[config.mk]
export PLATFORM = sky130hd
export DESIGN_NAME = wts_bank_mapper
export DESIGN_NICKNAME = d
export VERILOG_FILES = /design/src/rtl/wts_mapper_pkg.sv /design/src/rtl/wts_sram_sequencer.sv /design/src/rtl/wts_bank_mapper.sv
export SDC_FILE = /design/constraint.sdc
export NUM_CORES = 1
export LEC_CHECK = 0
export BUFFER_PORTS_ARGS = -buffer_cell sky130_fd_sc_hd__buf_4
export CAP_MARGIN = 20
export CORE_MARGIN = 3
export CORE_UTILIZATION = 35
export CTS_CLUSTER_DIAMETER = 200
export DETAILED_ROUTE_END_ITERATION = 16
export GPL_ROUTABILITY_DRIVEN = 0
export SYNTH_ARGS = -nofsm -noshare
export SYNTH_HDL_FRONTEND = slang
export SYNTH_SLANG_ARGS = --single-unit
[constraint.sdc]
create_clock -name clk -period 9.9 [get_ports clk]
set_input_delay 1.485 -clock clk [delete_from_list [all_inputs] [get_ports clk]]
set_output_delay 1.485 -clock clk [all_outputs]
set_load 0.01 [all_outputs]
[src/rtl/wts_mapper_pkg.sv]
// Shared constants and types for the WTS MegaROM bank mapper: register windows,
// bank index decode, SRAM sequencer states and bank register reset values.
package wts_mapper_pkg;

  typedef enum logic [1:0] {BANK0, BANK1, BANK2, BANK3} bank_idx_t;

  typedef enum logic [1:0] {ST_IDLE, ST_SETUP, ST_ACCESS, ST_HOLD} seq_state_t;

  localparam logic [2:0] ASCII8_WIN_PREFIX = 3'b011;
  localparam logic [1:0] KONAMI_WIN_TAIL   = 2'b10;

  localparam logic [7:0] BANK_RST [4] = '{8'd0, 8'd1, 8'd2, 8'd3};

  // a[14:13]: 10->bank0, 11->bank1, 00->bank2, 01->bank3
  function automatic bank_idx_t bank_of(input logic [1:0] a_14_13);
    return bank_idx_t'({~a_14_13[1], a_14_13[0]});
  endfunction

  // Returns {hit, bank index} for a write/read landing in a bank register window.
  function automatic logic [2:0] reg_window(input logic ascii8, input logic [4:0] a_hi);
    logic [2:0] res;
    res = 3'b000;
    if (ascii8) begin
      if (a_hi[4:2] == ASCII8_WIN_PREFIX) res = {1'b1, a_hi[1:0]};
    end else begin
      if (a_hi[1:0] == KONAMI_WIN_TAIL && (a_hi[4] ^ a_hi[3])) res = {1'b1, a_hi[4], a_hi[2]};
    end
    return res;
  endfunction

endpackage

[src/rtl/wts_sram_sequencer.sv]
// Timed SRAM access sequencer with a one-entry request queue and sticky drop flag.
//
// state     | meaning
// ST_IDLE   | no access; serves queued entry first, else a new request
// ST_SETUP  | ncs low, address/data driven
// ST_ACCESS | noe or nwe low for WAIT_CYCLES cycles
// ST_HOLD   | strobes released except ncs; read data valid
module wts_sram_sequencer import wts_mapper_pkg::*; #(
  parameter int AW          = 19,
  parameter int WAIT_CYCLES = 1
) (
  input  logic          clk,
  input  logic          reset,
  input  logic          req,
  input  logic          req_we,
  input  logic [AW-1:0] req_addr,
  input  logic [7:0]    req_wdata,
  input  logic [7:0]    sram_d_in,
  output logic [AW-1:0] sram_a,
  output logic [7:0]    sram_d_out,
  output logic          sram_ncs,
  output logic          sram_noe,
  output logic          sram_nwe,
  output logic [7:0]    rd_data,
  output logic          rd_valid,
  output logic          busy,
  output logic          req_drop
);

  localparam logic [3:0] WAIT_LOAD = 4'(WAIT_CYCLES - 1);

  seq_state_t    r_state;
  logic          r_ncs, r_noe, r_nwe, r_we;
  logic [AW-1:0] r_addr;
  logic [7:0]    r_data;
  logic [3:0]    r_wait;
  logic          r_q_valid, r_q_we;
  logic [AW-1:0] r_q_addr;
  logic [7:0]    r_q_data;
  logic [7:0]    r_rd_data;
  logic          r_rd_valid, r_drop;

  logic w_busy, w_take_q, w_enq;

  assign w_busy   = (r_state != ST_IDLE);
  assign w_take_q = ~w_busy & r_q_valid;
  // In IDLE a full queue is being drained this cycle, so a new request may refill it.
  assign w_enq    = req & (w_busy ? ~r_q_valid : r_q_valid);

  always_ff @(posedge clk or posedge reset) begin
    if (reset) begin
      r_state    <= ST_IDLE;
      r_ncs      <= 1'b1;
      r_noe      <= 1'b1;
      r_nwe      <= 1'b1;
      r_we       <= 1'b0;
      r_addr     <= '0;
      r_data     <= '0;
      r_wait     <= '0;
      r_q_valid  <= 1'b0;
      r_q_we     <= 1'b0;
      r_q_addr   <= '0;
      r_q_data   <= '0;
      r_rd_data  <= '0;
      r_rd_valid <= 1'b0;
      r_drop     <= 1'b0;
    end else begin
      r_rd_valid <= 1'b0;
      case (r_state)
        ST_IDLE: begin
          if (r_q_valid || req) begin
            r_state <= ST_SETUP;
            r_ncs   <= 1'b0;
            r_we    <= r_q_valid ? r_q_we   : req_we;
            r_addr  <= r_q_valid ? r_q_addr : req_addr;
            r_data  <= r_q_valid ? r_q_data : req_wdata;
          end
        end
        ST_SETUP: begin
          r_state <= ST_ACCESS;
          r_wait  <= WAIT_LOAD;
          if (r_we) r_nwe <= 1'b0;
          else      r_noe <= 1'b0;
        end
        ST_ACCESS: begin
          if (r_wait == 4'd0) begin
            r_state <= ST_HOLD;
            r_noe   <= 1'b1;
            r_nwe   <= 1'b1;
            if (!r_we) begin
              r_rd_data  <= sram_d_in;
              r_rd_valid <= 1'b1;
            end
          end else begin
            r_wait <= r_wait - 4'd1;
          end
        end
        ST_HOLD: begin
          r_state <= ST_IDLE;
          r_ncs   <= 1'b1;
        end
        default: r_state <= ST_IDLE;
      endcase

      if (w_enq) begin
        r_q_valid <= 1'b1;
        r_q_we    <= req_we;
        r_q_addr  <= req_addr;
        r_q_data  <= req_wdata;
      end else if (w_take_q) begin
        r_q_valid <= 1'b0;
      end
      if (req && w_busy && r_q_valid) r_drop <= 1'b1;
    end
  end

  assign sram_a     = r_addr;
  assign sram_d_out = r_data;
  assign sram_ncs   = r_ncs;
  assign sram_noe   = r_noe;
  assign sram_nwe   = r_nwe;
  assign rd_data    = r_rd_data;
  assign rd_valid   = r_rd_valid;
  assign busy       = w_busy;
  assign req_drop   = r_drop;

endmodule

[src/rtl/wts_bank_mapper.sv]
// WTS cartridge MegaROM bank mapper: bank registers, SCC windows, address translation.
// Optional WTS_BANK_READBACK_EN: register-window reads in ROM-mode banks return the bank register.
module wts_bank_mapper import wts_mapper_pkg::*; #(
  parameter int BANK_W      = 6,
  parameter int WAIT_CYCLES = 1
) (
  input  logic              clk,
  input  logic              reset,
  input  logic              ce,
  input  logic              wr_req,
  input  logic              rd_req,
  input  logic [15:0]       address,
  input  logic [7:0]        wdata,
  input  logic              mapper_ascii8,
  input  logic [3:0]        bank_ram_mode,
  input  logic              wts_mode,
  output logic              scc_sel,
  output logic              scc_bank_en,
  output logic              scc_i_bank_en,
  output logic [BANK_W+12:0] sram_a,
  output logic [7:0]        sram_d_out,
  input  logic [7:0]        sram_d_in,
  output logic              sram_ncs,
  output logic              sram_noe,
  output logic              sram_nwe,
  output logic [7:0]        rd_data,
  output logic              rd_valid,
  output logic              busy,
  output logic              req_drop
);

  logic [BANK_W-1:0] r_bank [4];
  logic              r_scc_en, r_scc_i_en;

  bank_idx_t          w_bank;
  logic               w_in_range, w_win_hit, w_reg_hit, w_wr, w_rd, w_reg_wr, w_rb_hit;
  logic [1:0]         w_win_idx;
  logic [2:0]         w_win;
  logic               w_seq_req, w_seq_rd_valid;
  logic [7:0]         w_seq_rd_data;
  logic [BANK_W+12:0] w_sram_addr;

  assign w_bank     = bank_of(address[14:13]);
  assign w_in_range = address[15] ^ address[14];
  assign w_win      = reg_window(mapper_ascii8, address[15:11]);
  assign w_win_hit  = w_win[2];
  assign w_win_idx  = w_win[1:0];
  assign w_reg_hit  = w_win_hit & ~bank_ram_mode[w_win_idx];
  assign w_wr       = ce & wr_req;
  assign w_rd       = ce & rd_req & ~wr_req;
  assign w_reg_wr   = w_wr & w_reg_hit;

  assign scc_sel = w_in_range &
                   (((w_bank == BANK2) & r_scc_en & address[12]) |
                    ((w_bank == BANK3) & r_scc_i_en & (address[12] | wts_mode)));

  // Translation uses the pre-edge register value, so a same-edge register write never leaks in.
  assign w_sram_addr = {r_bank[w_bank], address[12:0]};

`ifdef WTS_BANK_READBACK_EN
  assign w_rb_hit = w_reg_hit;
`else
  assign w_rb_hit = 1'b0;
`endif

  assign w_seq_req = w_in_range & ~scc_sel &
                     ((w_wr & ~w_reg_hit & bank_ram_mode[w_bank]) | (w_rd & ~w_rb_hit));

  always_ff @(posedge clk or posedge reset) begin
    if (reset) begin
      for (int i = 0; i < 4; i++) r_bank[i] <= BANK_W'(BANK_RST[i]);
      r_scc_en   <= 1'b0;
      r_scc_i_en <= 1'b0;
    end else begin
      if (w_reg_wr) r_bank[w_win_idx] <= wdata[BANK_W-1:0];
      if (mapper_ascii8) begin
        r_scc_en   <= 1'b0;
        r_scc_i_en <= 1'b0;
      end else if (w_reg_wr && w_win_idx == BANK2) begin
        r_scc_en   <= (wdata[5:0] == 6'h3F);
      end else if (w_reg_wr && w_win_idx == BANK3) begin
        r_scc_i_en <= wdata[7];
      end
    end
  end

  assign scc_bank_en   = r_scc_en;
  assign scc_i_bank_en = r_scc_i_en;

  wts_sram_sequencer #(.AW(BANK_W + 13), .WAIT_CYCLES(WAIT_CYCLES)) u_seq (
    .clk       (clk),
    .reset     (reset),
    .req       (w_seq_req),
    .req_we    (w_wr),
    .req_addr  (w_sram_addr),
    .req_wdata (wdata),
    .sram_d_in (sram_d_in),
    .sram_a    (sram_a),
    .sram_d_out(sram_d_out),
    .sram_ncs  (sram_ncs),
    .sram_noe  (sram_noe),
    .sram_nwe  (sram_nwe),
    .rd_data   (w_seq_rd_data),
    .rd_valid  (w_seq_rd_valid),
    .busy      (busy),
    .req_drop  (req_drop)
  );

`ifdef WTS_BANK_READBACK_EN
  logic       r_rb_valid, r_rb_sel;
  logic [7:0] r_rb_data;

  always_ff @(posedge clk or posedge reset) begin
    if (reset) begin
      r_rb_valid <= 1'b0;
      r_rb_sel   <= 1'b0;
      r_rb_data  <= '0;
    end else begin
      r_rb_valid <= w_rd & w_rb_hit;
      if (w_rd && w_rb_hit) begin
        r_rb_data <= 8'(r_bank[w_win_idx]);
        r_rb_sel  <= 1'b1;
      end else if (w_seq_rd_valid) begin
        r_rb_sel  <= 1'b0;
      end
    end
  end

  assign rd_valid = w_seq_rd_valid | r_rb_valid;
  assign rd_data  = r_rb_sel ? r_rb_data : w_seq_rd_data;
`else
  assign rd_valid = w_seq_rd_valid;
  assign rd_data  = w_seq_rd_data;
`endif

endmodule

==> impl_results.md <==
- Mapped Nets: 439
- Hold_sp: u_seq.req_drop
- Die ar.: 0.0149 mm^2
- Post-synthesis cell type count: 53
- GRT Residual Overflow: 0
- Largest net degree at the start of global routing: 79
- Leak: 0.00269 uW
- CTS tree: built
- Critical path arrival: 4410 ps
- Clock root buffer: clkbuf_16
- Bufs on Longest Clock Path: 2
- Max Clk Rate: 239 MHz
- Initial core utilization: 36.6%
- Critical Path RT: 10120 ps
- Mean Syn Cell Area: 12.2 um^2
- Die Height: 122 um
- RR Endpoint: u_seq.r_q_data[0]
- Slew margin rel.: 32.4%
- Fin crit period: 4190 ps
- Design area: 0.00584 mm^2
- Clock slew at reported path FFs: 60 ps
- Dpl hpwl: 7820 um
- Dpl ws: 5370 ps
- First-pass DRT Iterations: 4
- Fillcell total: 1197
- Placed Area: 0.00551 mm^2
- Met2 WL post-DR: 5600 um
- WL met3: 730 um
- Worst Tran Pin Value: 1010 ps
- Seq cells post-synth: 102
- Hold_buf cts: 0
- Setup skew after layout: 7.24 ps
- Vias in the first global route: 3591
- R2R cell count: 6
- Worst Setup SP: address[14]
- Clock Latency Late Sink: 340 ps
- Global-route wire length before repair: 18700 um
- Final net count: 517
- Crit path launch type: input port
- Kind of critical path: in2reg
- Crit path max fanout: 34
- Layout area overhead: 23.5%
- # rows: 41
- R2R setup slack: 6860 ps
- Drt total wl: 11500 um
- WL per Instance: 17.8 um
- IO Pins: 87
- Sequential cell area fraction in the yosys report: 54.2%
- Antenna diodes: 0
- Critical path capture point type: register
- Setup bufs post-CTS: 0
- Highest Signal Layer: met4
- Via density: 5.41
- H-tree depth: 3
- FF+latch area: 0.00256 mm^2
- Via count: 3485
- Wl on met1: 5030 um
- TNS Setup: 0 ps
- Post_cts resized: 0
- Mapped Cells: 389
- Mapped cell area: 0.00473 mm^2
- Critical Path End: u_seq.r_q_data[0]
- Max Cap Violations: 0
- Worst setup margin: 5710 ps
- 1st-iter DRT viols: 216
- DRC: 0
- CTS sink count: 102
- Cell Pwr Density: 277 mW/mm^2
- RSZ-0062 raised after global routing: no
- Core area: 0.0129 mm^2
- Initial antenna violation count: 0
- Highest ir drop seen on vdd: 0.0000952 V
- Status: finished clean
- Slew Viols, Final: 0
- Global Route Usage Sum: 15.8%
- PortBufs: 86
- Layout cell share with drive strength beyond 1: 37.7%
- Antenna viol nets, final: 0
- EDFF count, synth: 0
- Dominant synthesized flop cell: dfrtp_1
- Final Hold Fails: 0
- Footprint of the multi-input gates: 0.00203 mm^2
- CTS buffer count: 9
- Async set-reset flop share out of synthesis: 100%
- Yosys Warn Count: 0
- RR Startpoint: scc_i_bank_en
- Final period util: 42.3%
- Worst Hold Class: reg2reg
- Chip width: 122 um
- Final Setup Violations: 0
worst min path at each step:
stage / endpoint / slack (ps) / depth (start not counted)
global route: u_seq.req_drop / 500 / 1
CTS: u_seq.req_drop / 480 / 1
global placement: u_seq.req_drop / 460 / 1
floorplan: r_bank[5] / 470 / 1
finish: u_seq.req_drop / 470 / 1
detailed placement: u_seq.req_drop / 470 / 1
state kept, by name (all words and copies together) (netlist names), 2 cells and up:
register and cells:
u_seq.rd_data 8, u_seq.r_state 2, u_seq.sram_a 19, u_seq.sram_d_out 8, u_seq.r_q_data 8, u_seq.r_q_addr 19, u_seq.r_wait 4, r_bank 24
layout by cell type, fill, tap and decap left out, types with 2 or more instances in the layout:
master,count
a21oi_1,32
a22oi_1,3
a2bb2oi_1,2
and2_1,2
and3_1,3
and4b_1,2
buf_4,88
clkbuf_1,2
clkbuf_16,9
clkbuf_8,2
dfrtp_1,95
dfstp_2,7
ha_1,7
inv_1,9
mux2_2,46
mux2_4,9
mux4_2,7
nand2_1,33
nand2b_1,2
nand3_1,6
nand3b_1,3
nand4_1,3
nor2_1,6
nor3b_1,2
o21a_1,2
o21ai_0,6
o22a_1,3
o22ai_1,50
xor2_1,2
final cells by class:
| cell class | count | area share [%] |
|---|---|---|
| inverters | 11 | 0.750 |
| repair buffers | 89 | 11.8 |
| clock buffers | 13 | 4.46 |
| multi-input cells | 254 | 34.7 |
| flip-flops and latches | 102 | 43.9 |
| clock inverters | 3 | 0.750 |
| well taps | 172 | 3.69 |
synthesized netlist by cell type (2+ instances only):
library cell	n	area (um^2)
a22oi_1	3	22.5
inv_1	10	37.5
mux4_2	7	158
mux2_2	46	518
o22ai_1	50	313
buf_2	7	35.0
ha_1	7	87.6
xor2_1	2	17.5
and4b_1	2	20.0
mux2_4	9	135
nand3_1	6	30.0
a21oi_1	32	160
nand3b_1	3	22.5
nand4_1	3	18.8
o21a_1	2	15.0
o22a_1	3	26.3
a2bb2oi_1	2	17.5
o21ai_0	6	30.0
nand2b_1	2	12.5
buf_6	2	22.5
nand2_1	33	124
and2_1	2	12.5
nor3b_1	2	15.0
dfstp_2	7	184
dfrtp_1	95	2380
clkbuf_1	12	45.0
and3_1	3	18.8
nor2_1	6	22.5
kinds of logic after synthesis:
family,after synthesis,share of synthesized area (%)
AOI/OAI and AO/OA,110,14.9
DFF,102,54.2
and+or+nand+nor,71,7.96
muxes,63,17.4
buffers and inverters,33,3.20
adders and majority gates,7,1.85
xor gates and xnor gates,3,0.556
stage by stage:
step	utilization, %	power (uW)	hold WS [ps]	cells
final	45.2	1620	473	644
after detailed placement	42.6	1270	468	627
after CTS	45.0	1630	484	643
after global placement	42.6	1250	456	627
after global routing	45.2	1730	504	644
after floorplan	-	1050	474	389
per-layer routing:
layer	track usage (%)	up-vias
met5	0	-
met3	3.78	13
met1	20.7	1759
met4	4.48	0
li1	-	1614
met2	26.3	99
worst max-delay path: stages:
cell and delay, ps:
buf_4 180, or3b_1 400, o21ai_0 300, a41o_1 310, o31a_4 440, nor2b_4 850, mux2_2 420
report_power, final:
group          switching (uW)  internal, uW  total, uW
clock network             146           210        356
logic                     286           310        596
registers                96.7           570        667
No activity file was read; power rests on OpenSTA's default activity.
